File: src/rtl/router_pkg.sv
// router_pkg: shared widths, FSM state codes and header helper for the router packet source
package router_pkg;
    localparam int ADDR_W = 2;
    localparam int LEN_W  = 6;
    localparam int DATA_W = 8;
    localparam int DEPTH  = 64;

    localparam logic [2:0] S_IDLE    = 3'd0;
    localparam logic [2:0] S_LOAD    = 3'd1;
    localparam logic [2:0] S_HEADER  = 3'd2;
    localparam logic [2:0] S_PAYLOAD = 3'd3;
    localparam logic [2:0] S_PARITY  = 3'd4;
    localparam logic [2:0] S_GAP     = 3'd5;

    localparam logic [ADDR_W-1:0] DEST_ILLEGAL = 2'd3;

    function automatic logic [DATA_W-1:0] mk_header(input logic [LEN_W-1:0] len, input logic [ADDR_W-1:0] dest);
        return {len, dest};
    endfunction
endpackage

File: src/rtl/router_src_buf.sv
// router_src_buf: 64x8 payload buffer, synchronous write, registered read with write-through
module router_src_buf
    import router_pkg::*;
(
    input  logic              clock,
    input  logic              reset,
    input  logic              we,
    input  logic [LEN_W-1:0]  wr_addr,
    input  logic [DATA_W-1:0] wr_data,
    input  logic [LEN_W-1:0]  rd_addr,
    output logic [DATA_W-1:0] rd_data
);
    logic [DATA_W-1:0] mem [DEPTH];
    logic [DATA_W-1:0] rd_data_q, rd_data_d;

    // Forward a same-cycle write so the last loaded byte is readable the next cycle
    always_comb begin
        rd_data_d = (we && wr_addr == rd_addr) ? wr_data : mem[rd_addr];
    end

    // Storage array write port
    always_ff @(posedge clock) begin
        if (we) mem[wr_addr] <= wr_data;
    end

    // Registered read data
    always_ff @(posedge clock or posedge reset) begin
        if (reset) rd_data_q <= '0;
        else       rd_data_q <= rd_data_d;
    end

    assign rd_data = rd_data_q;
endmodule

File: src/rtl/router_pkt_src.sv
// router_pkt_src: buffers a descriptor's payload, then streams header/payload/parity to the router
module router_pkt_src
    import router_pkg::*;
#(
    parameter int GAP_CYCLES = 2,
    parameter int CNT_W      = 16
) (
    input  logic              clock,
    input  logic              reset,
    input  logic              req_valid,
    output logic              req_ready,
    input  logic [ADDR_W-1:0] req_dest,
    input  logic [LEN_W-1:0]  req_len,
    input  logic [DATA_W-1:0] pay_data,
    input  logic              pay_valid,
    output logic              pay_ready,
    output logic [DATA_W-1:0] data_out,
    output logic              pkt_valid,
    input  logic              busy,
    input  logic              err,
    output logic              pkt_done,
    output logic              drop,
    output logic [CNT_W-1:0]  pkt_cnt,
    output logic [CNT_W-1:0]  err_cnt
);
    logic [2:0]        state_q, state_d;
    logic [LEN_W-1:0]  len_q, len_d, wr_ptr_q, wr_ptr_d, rd_ptr_q, rd_ptr_d;
    logic [ADDR_W-1:0] dest_q, dest_d;
    logic [DATA_W-1:0] parity_q, parity_d, data_out_q, data_out_d, buf_rd;
    logic              pkt_valid_q, pkt_valid_d, pkt_done_q, pkt_done_d;
    logic              drop_q, drop_d, err_prev_q, err_prev_d, buf_we;
    logic [7:0]        gap_q, gap_d;
    logic [CNT_W-1:0]  pkt_cnt_q, pkt_cnt_d, err_cnt_q, err_cnt_d;

    // rd_ptr_d feeds the buffer so its registered output always holds buffer[rd_ptr_q]
    router_src_buf u_buf (
        .clock   (clock),
        .reset   (reset),
        .we      (buf_we),
        .wr_addr (wr_ptr_q),
        .wr_data (pay_data),
        .rd_addr (rd_ptr_d),
        .rd_data (buf_rd)
    );

    // Next-state logic: rd_ptr counts bytes already moved from the buffer onto data_out
    always_comb begin
        state_d     = state_q;
        len_d       = len_q;
        dest_d      = dest_q;
        parity_d    = parity_q;
        wr_ptr_d    = wr_ptr_q;
        rd_ptr_d    = rd_ptr_q;
        gap_d       = gap_q;
        data_out_d  = data_out_q;
        pkt_valid_d = pkt_valid_q;
        pkt_done_d  = 1'b0;
        drop_d      = 1'b0;
        buf_we      = 1'b0;
        pkt_cnt_d   = pkt_cnt_q;
        err_prev_d  = err;
        err_cnt_d   = err_cnt_q + CNT_W'(err && !err_prev_q);
        case (state_q)
            S_IDLE: begin
                wr_ptr_d = '0;
                rd_ptr_d = '0;
                if (req_valid) begin
                    if (req_dest == DEST_ILLEGAL) drop_d = 1'b1;
                    else begin
                        len_d    = req_len;
                        dest_d   = req_dest;
                        parity_d = mk_header(req_len, req_dest);
                        if (req_len == '0) begin
                            state_d     = S_HEADER;
                            data_out_d  = mk_header(req_len, req_dest);
                            pkt_valid_d = 1'b1;
                        end else state_d = S_LOAD;
                    end
                end
            end
            S_LOAD: begin
                if (pay_valid) begin
                    buf_we   = 1'b1;
                    wr_ptr_d = wr_ptr_q + LEN_W'(1);
                    parity_d = parity_q ^ pay_data;
                    if (wr_ptr_q == len_q - LEN_W'(1)) begin
                        state_d     = S_HEADER;
                        data_out_d  = mk_header(len_q, dest_q);
                        pkt_valid_d = 1'b1;
                    end
                end
            end
            S_HEADER, S_PAYLOAD: begin
                if (!busy) begin
                    if (rd_ptr_q == len_q) begin
                        state_d     = S_PARITY;
                        data_out_d  = parity_q;
                        pkt_valid_d = 1'b0;
                    end else begin
                        state_d    = S_PAYLOAD;
                        data_out_d = buf_rd;
                        rd_ptr_d   = rd_ptr_q + LEN_W'(1);
                    end
                end
            end
            S_PARITY: begin
                if (!busy) begin
                    state_d    = S_GAP;
                    data_out_d = '0;
                    gap_d      = '0;
                    pkt_done_d = 1'b1;
                    pkt_cnt_d  = pkt_cnt_q + CNT_W'(1);
                end
            end
            S_GAP: begin
                if (gap_q == 8'(GAP_CYCLES - 1)) state_d = S_IDLE;
                else gap_d = gap_q + 8'd1;
            end
            default: state_d = S_IDLE;
        endcase
    end

    // State and output registers, all cleared asynchronously
    always_ff @(posedge clock or posedge reset) begin
        if (reset) begin
            state_q     <= S_IDLE;
            len_q       <= '0;
            dest_q      <= '0;
            parity_q    <= '0;
            wr_ptr_q    <= '0;
            rd_ptr_q    <= '0;
            gap_q       <= '0;
            data_out_q  <= '0;
            pkt_valid_q <= 1'b0;
            pkt_done_q  <= 1'b0;
            drop_q      <= 1'b0;
            err_prev_q  <= 1'b0;
            pkt_cnt_q   <= '0;
            err_cnt_q   <= '0;
        end else begin
            state_q     <= state_d;
            len_q       <= len_d;
            dest_q      <= dest_d;
            parity_q    <= parity_d;
            wr_ptr_q    <= wr_ptr_d;
            rd_ptr_q    <= rd_ptr_d;
            gap_q       <= gap_d;
            data_out_q  <= data_out_d;
            pkt_valid_q <= pkt_valid_d;
            pkt_done_q  <= pkt_done_d;
            drop_q      <= drop_d;
            err_prev_q  <= err_prev_d;
            pkt_cnt_q   <= pkt_cnt_d;
            err_cnt_q   <= err_cnt_d;
        end
    end

    assign req_ready = (state_q == S_IDLE) && !reset;
    assign pay_ready = (state_q == S_LOAD);
    assign data_out  = data_out_q;
    assign pkt_valid = pkt_valid_q;
    assign pkt_done  = pkt_done_q;
    assign drop      = drop_q;
    assign pkt_cnt   = pkt_cnt_q;
    assign err_cnt   = err_cnt_q;
endmodule

File: config.mk
export PLATFORM = sky130hd
export DESIGN_NAME = router_pkt_src
export DESIGN_NICKNAME = d
export VERILOG_FILES = /design/src/rtl/router_pkg.sv /design/src/rtl/router_src_buf.sv /design/src/rtl/router_pkt_src.sv
export SDC_FILE = /design/constraint.sdc
export NUM_CORES = 1
export LEC_CHECK = 0
export CAP_MARGIN = 15
export CORE_AREA = 5 5 263 188
export CTS_CLUSTER_DIAMETER = 150
export DETAILED_ROUTE_END_ITERATION = 10
export DIE_AREA = 0 0 268 193
export PLACE_DENSITY = 0.74
export SLEW_MARGIN = 20
export SYNTH_ARGS = -nofsm -noshare
export SYNTH_HDL_FRONTEND = slang
export SYNTH_SLANG_ARGS = --single-unit
File: constraint.sdc
create_clock -name clock -period 2.92 [get_ports clock]
set_clock_uncertainty 0.2 [all_clocks]
set_input_delay 0.584 -clock clock [delete_from_list [all_inputs] [get_ports clock]]
set_output_delay 0.584 -clock clock [all_outputs]
set_load 0.02 [all_outputs]
Word-level counts from Yosys, hierarchy flattened
Memories as Yosys holds them, arrays and structs flattened. A register that Yosys moved wholly into a read port is not among the register bits.
Cells that the tools add are included.
- memories kept: 1
- memory bits (writable): 512
- output and inout port bits: 45
- input port bits: 22
- register bits after elaboration: 83
- word-level logic and storage cells: 109
- memories (name ; depth ; bits a word ; read ports ; clocked after Yosys merged registers in ; write ports ; RTL line ; text):
    u_buf.mem ; 64 ; 8 ; 1 ; 1 ; 1 ; router_src_buf.sv:13 ; logic [DATA_W-1:0] mem [DEPTH];
- reduce and logical (&&, ||, !) cells: 19
- bitwise gates (word level): 3
- equality and inequality tests: 19
- $add $sub $neg: 6
- mux-type cells: 47
- operator list (kind ; number):
    8-bit 2-to-1 mux ; 12
    8-bit one-hot mux with 2 select lines ; 2
    8-bit one-hot mux with 4 select lines ; 1
    3-bit 2-to-1 mux ; 8
    6-bit one-hot mux with 2 select lines ; 2
    6-bit 2-to-1 mux ; 3
    2-bit inequality test (second input constant) ; 9
    16-bit by 1-bit adder with 16-bit output ; 1
    16-bit by 1-bit adder with 16-bit output (second input constant) ; 1
    1-bit 2-to-1 mux ; 16
    8-bit AND reduction ; 2
    3-bit one-hot mux with 5 select lines ; 1
    6-bit by 1-bit adder with 6-bit output (second input constant) ; 2
    6-bit == test ; 2
    8-bit by 1-bit adder with 8-bit output (second input constant) ; 1
    8-bit by 1-bit == test with 1-bit output (second input constant) ; 1
    8-bit XOR ; 1
    7-bit AND reduction ; 1
    3-bit by 2-bit == test with 1-bit output (second input constant) ; 2
    3-bit == test (second input constant) ; 2
    6-bit zero test ; 1
    3-bit AND reduction ; 2
    6-bit by 1-bit subtractor with 6-bit output (second input constant) ; 1
    2-bit AND reduction ; 2
    14 further kinds ; 18

Longest topological paths before layout
- depth in word-level cells: 5
- mapped depth: 18
- gate-level depth less buffers: 12

Hierarchy
A second synthesis with hierarchy kept.
- cell total of the unflattened synthesis: 1574
- area total of the unflattened synthesis: 25010.2 µm²
- by module, submodules not included (module ; cells each ; area each (µm²) ; seq. area each (µm²) ; times used):
    router_src_buf ; 1145 ; 20637.3 ; 15574.9 ; 1
    router_pkt_src ; 429 ; 4372.9 ; 2077.0 ; 1

Worst setup path after synthesis
Ideal clock, no wire load.
- path kind: register to register
- from: reg len_q[2]
- to: reg u_buf.rd_data_q[5], in the netlist u_buf.rd_data[5], read port of u_buf.mem
- stages on the path, launching flop included: 14
- clock period less this slack: 3.193 ns
- buffers on the path: 3
- library setup time: 0.136 ns
- path slack: -0.273 ns
- data arrival time: 2.857 ns
- required time: 2.584 ns
- path through: dfrtp_1 > buf_6 > xor2_1 > or2_0 > clkbuf_2 > o31a_1 > and2_1 > buf_6 > a211oi_1 > a311oi_1 > a311oi_1 > nor3_1 > or4b_1 > nor3b_1
- word-level cells in the longest chain between the ends: 4
- ends and longest elaborated chain (what ; RTL line ; text):
    start, declared ; router_pkt_src.sv:27 ; logic [LEN_W-1:0] len_q, len_d, wr_ptr_q, wr_ptr_d, rd_ptr_q, rd_ptr_d;
    start signal, assigned ; router_pkt_src.sv:142 ; len_q <= len_d;
    6-bit == test ; router_pkt_src.sv:95 ; if (rd_ptr_q == len_q) begin
    6-bit 2-to-1 mux ; router_pkt_src.sv:95 ;
    6-bit 2-to-1 mux ; router_pkt_src.sv:94 ; if (!busy) begin
    6-bit one-hot mux with 2 select lines ; router_pkt_src.sv:63 ; case (state_q)
    end, declared ; router_src_buf.sv:14 ; logic [DATA_W-1:0] rd_data_q, rd_data_d;
Every way passes these cells.
A chain may end at the register's enable or synchronous reset.

Worst setup path after layout
- from: reg rd_ptr_q[1]
- to: reg u_buf.rd_data_q[5], in the netlist u_buf.rd_data[5], read port of u_buf.mem
- word-level cells in the longest chain between the ends: 4
- elaborated cells on any way between the ends: 5
- classes of those cells: 1 x add/sub; 1 x eq/ne; 3 x mux
- ends and longest elaborated chain (what ; RTL line ; text):
    start, declared ; router_pkt_src.sv:27 ;
    start signal, assigned ; router_pkt_src.sv:146 ; rd_ptr_q <= rd_ptr_d;
    6-bit by 1-bit adder with 6-bit output or 6-bit == test (tied branches) ; router_pkt_src.sv:102, router_pkt_src.sv:95 ;
    6-bit 2-to-1 mux ; router_pkt_src.sv:95 ;
    6-bit 2-to-1 mux ; router_pkt_src.sv:94 ;
    6-bit one-hot mux with 2 select lines (*) ; router_pkt_src.sv:63 ;
Mark *: on every way between the ends. The rest lies on a longest branch, timed or not.

==> results.md <==
* Final Cell Area at about 32,000 sq um
* Worst EP required at about 3.2 ns
* Clock root buffer: clkbuf_16
* Clk_lat worst skew at just over 0.6 ns
* Vias post-DR at 18,700
* Ys Warns at 0
* Register bit total from synthesis at about 600
* Syn Std Cell Area at around 25,000 sq um
* DR iter-0 viols at approximately 2,500
* Mean post-synth cell area at around 13 sq um
* Post-Syn Nets at about 2,000
* Gate power share at a little over two fifths
* Setup crit end kind: register
* Final ANT Viol Nets at 0
* Main area contributors after synthesis: edfxtp_1, dfrtp_1, nand2_1
* WS Path Type: reg2reg
* TritonCTS buffer count at between 50 and 60
* Vias in the first global route at between 15,000 and 20,000
* Switching power at 11.2 mW
* Reg clk slew, reported paths at around 0.070 ns
* Critical-path top delay cell: dfrtp_1
* CORE AREA at between 40,000 and 50,000 sq um
* Placer Congestion at 0.935
* CTS H-tree lvls at 2
* Fraction of registers with async set/reset at 15.1%
* Max-slew headroom at between 50% and 60%
* Final hold violations at 0
* Remaining DRCs at 0
* Worst reg-to-reg setup slack at -0.54 ns
* Area after DPL at about 29,000 sq um
* Failing checks: setup timing
* Largest net degree at the start of global routing at 49
* Fin crit period at 3.46 ns
* Number of flops mapped to enable cells by yosys at 512
* # rows at 67
* Net Sw Frac at roughly 36%
* Primary FF master, synth: edfxtp_1
* Share of the synthesized area in the top cell type at between 60 and 70%
* Starting Density at between 50% and 60%
* Status: complete, but fails checks
* Startpoint Class: register
* Seq pwr share at around a third
* Buf/Inv on CP at 7
* Synth-to-Final Area Change at 28.2%
* Mapped Cells at 1,968
* Die area at between 50,000 and 60,000 sq um
* Max-Cap Viols at 0
* Fin nets at approximately 2,400
* Crit path cell chain: xor2_1 -> or2_1 -> buf_6 -> o211ai_1 -> and2_4 -> buf_12 -> clkinv_16 -> buf_12 -> buf_16 -> buf_4 -> nand2_2 -> nand3_2 -> a32oi_1 -> nand4_1 -> mux2i_1 -> buf_4 -> nor3b_2
* Clock power frac at between 20% and 30%
* Clk buf depth at 3
* Via density per instance at between 6 and 7
* WP data arrival at 3.76 ns
* Hold Path Class: in2reg
* Pins Over Slew Limit at 0
* WHS at about 0.23 ns
* Io pins at 67
* Wire per inst at roughly 25 microns
* VDD IR max at about 750 uV
* Fmax achieved at 0.289 GHz
* Actual slew at the worst max-slew pin at 0.733 ns
* IO buf count at 66
* Most common cell in the netlist: edfxtp_1
* Tcrit/Tclk final at 118%
* Initial antenna violation count at 0
* Total track usage at between 20 and 30%
* P_leak at ~12 nW
* Final-report setup violation count at 8
* First-pass GRT wire length at between 100 and 150 mm
* Family with the most delay on the worst path: buffers and inverters
* Total Power at slightly above 30 mW
* Max incr delay on CP at 0.41 ns
* Synth area leader: edfxtp_1
* DP HPWL at 46.9 mm
* Crit-path max FO at 8
* Post-synth cell types at between 70 and 80
* Int Pwr at 19.9 mW
* RSZ-0062 raised after global routing: true
* CTS tree: built
* Chip Width at between 200 and 300 microns
* Number of diodes at 0
* Die Ht at just under 200 microns
* Share of cells above drive strength 1 at between 20% and 30%
* Pwr dens at between 900 and 1000 nW/um^2
* Clk sinks at 603
* Pre-Repair DR Iteration Count at 6
* TNS Setup at -3.83 ns
* GR Overflow Total at 0
* Commonest cells post-synth: edfxtp_1, nand2_1, nand3_1, nor2_1, a21oi_1
* Final worst setup slack at -0.539 ns
* Final WL at around 75 mm
* Sequential area share after synthesis at between 60% and 70%
[layout by cell type (no fill, tap or decap), drive strengths merged, types with 7 or more instances in the layout]
master,n
a32o,7
buf,362
nor4,10
a21oi,103
dfrtp,91
a211oi,20
and2,8
a22oi,9
clkbuf,62
edfxtp,512
nor3,25
xor2,23
nand2b,10
clkdlybuf4s50,56
xnor2,34
clkinv,30
nor2,113
mux2i,64
nand3,123
a311oi,25
or2,7
bufinv,8
nand2,417
ha,8
o31ai,11
nand4,20
a32oi,25
clkinvlp,7
o21ai,43
a31oi,31
mux2,19
inv,16
and3,21
[timing repair]
item | CTS | global route
resized for setup | 163 | 100
setup buffers | 30 | 24
hold endpoints to repair | 0 | 0
endpoints found under the setup margin | 10 | 134
hold buffers | 0 | 0
pin swaps | 57 | 62
gates cloned | 9 | 2
[power by group through the flow]
stage	clock [mW]	combinational (mW)	sequential [mW]
after floorplan	0	5.83	10.4
after global placement	0	9.92	10.3
after detailed placement	0	10.2	10.3
after CTS	7.41	12.2	10.2
after global routing	7.78	14.2	10.2
final	7.37	13.6	10.2
[layer usage]
layer,global-route usage [%],routed length (microns)
met1,39.4,28800
met2,43.0,34200
met3,8.65,9770
met4,8.25,2380
met5,0,0
[cell families after synthesis]
logic type | share of synthesized area (%)
AND/OR/NAND/NOR | 13.5
flip-flops | 69.9
AO/OA/AOI/OAI | 8.08
buffers and inverters | 2.74
multiplexers | 3.39
XOR/XNOR | 1.98
adder cells (fa/ha/maj) | 0.397
[path summary, 6_finish.rpt]
kind	from	to	depth (start not counted)
setup / recovery	rd_ptr_q[1]$_DFF_PP0_	u_buf.rd_data[5]$_DFF_PP0_	17
hold / removal	err	err_prev_q$_DFF_PP0_	1
setup reg to reg	rd_ptr_q[1]$_DFF_PP0_	u_buf.rd_data[5]$_DFF_PP0_	17
hold reg to reg	err_cnt[15]$_DFF_PP0_	err_cnt[15]$_DFF_PP0_	1
max in group asynchronous	reset	err_cnt[9]$_DFF_PP0_	3
min in group asynchronous	reset	gap_q[1]$_DFFE_PP0P_	2
[metrics by stage]
step	utilization, %	worst slack, ns	cells
final	68.9	-0.539	3003
after global placement	61.2	-1.18	2850
after floorplan	-	-0.193	1968
after CTS	67.5	-0.462	2985
after global routing	68.9	-0.625	3003
after detailed placement	61.2	-1.23	2850
[layout make-up]
class                      count  area [sq um]
inverter                      16          98.8
clock buffer                  60          1370
clock inverter                42           450
timing repair buffer         421          4070
sequential                   603         17700
tap                          621           777
fill                        3012         14600
multi-input combinational   1237          7880
timing repair inverter         3          66.3
[registers in the layout, indices dropped and copies added, names as in the netlist]
name / count
u_buf.mem: 512
err_cnt: 16
pkt_cnt: 16
data_out: 8
gap_q: 8
parity_q: 8
u_buf.rd_data: 8
len_q: 6
rd_ptr_q: 6
wr_ptr_q: 6
state_q: 3
dest_q: 2
drop: 1
err_prev_q: 1
pkt_done: 1
pkt_valid: 1
Note: power is estimated with default switching activity, not from simulation.
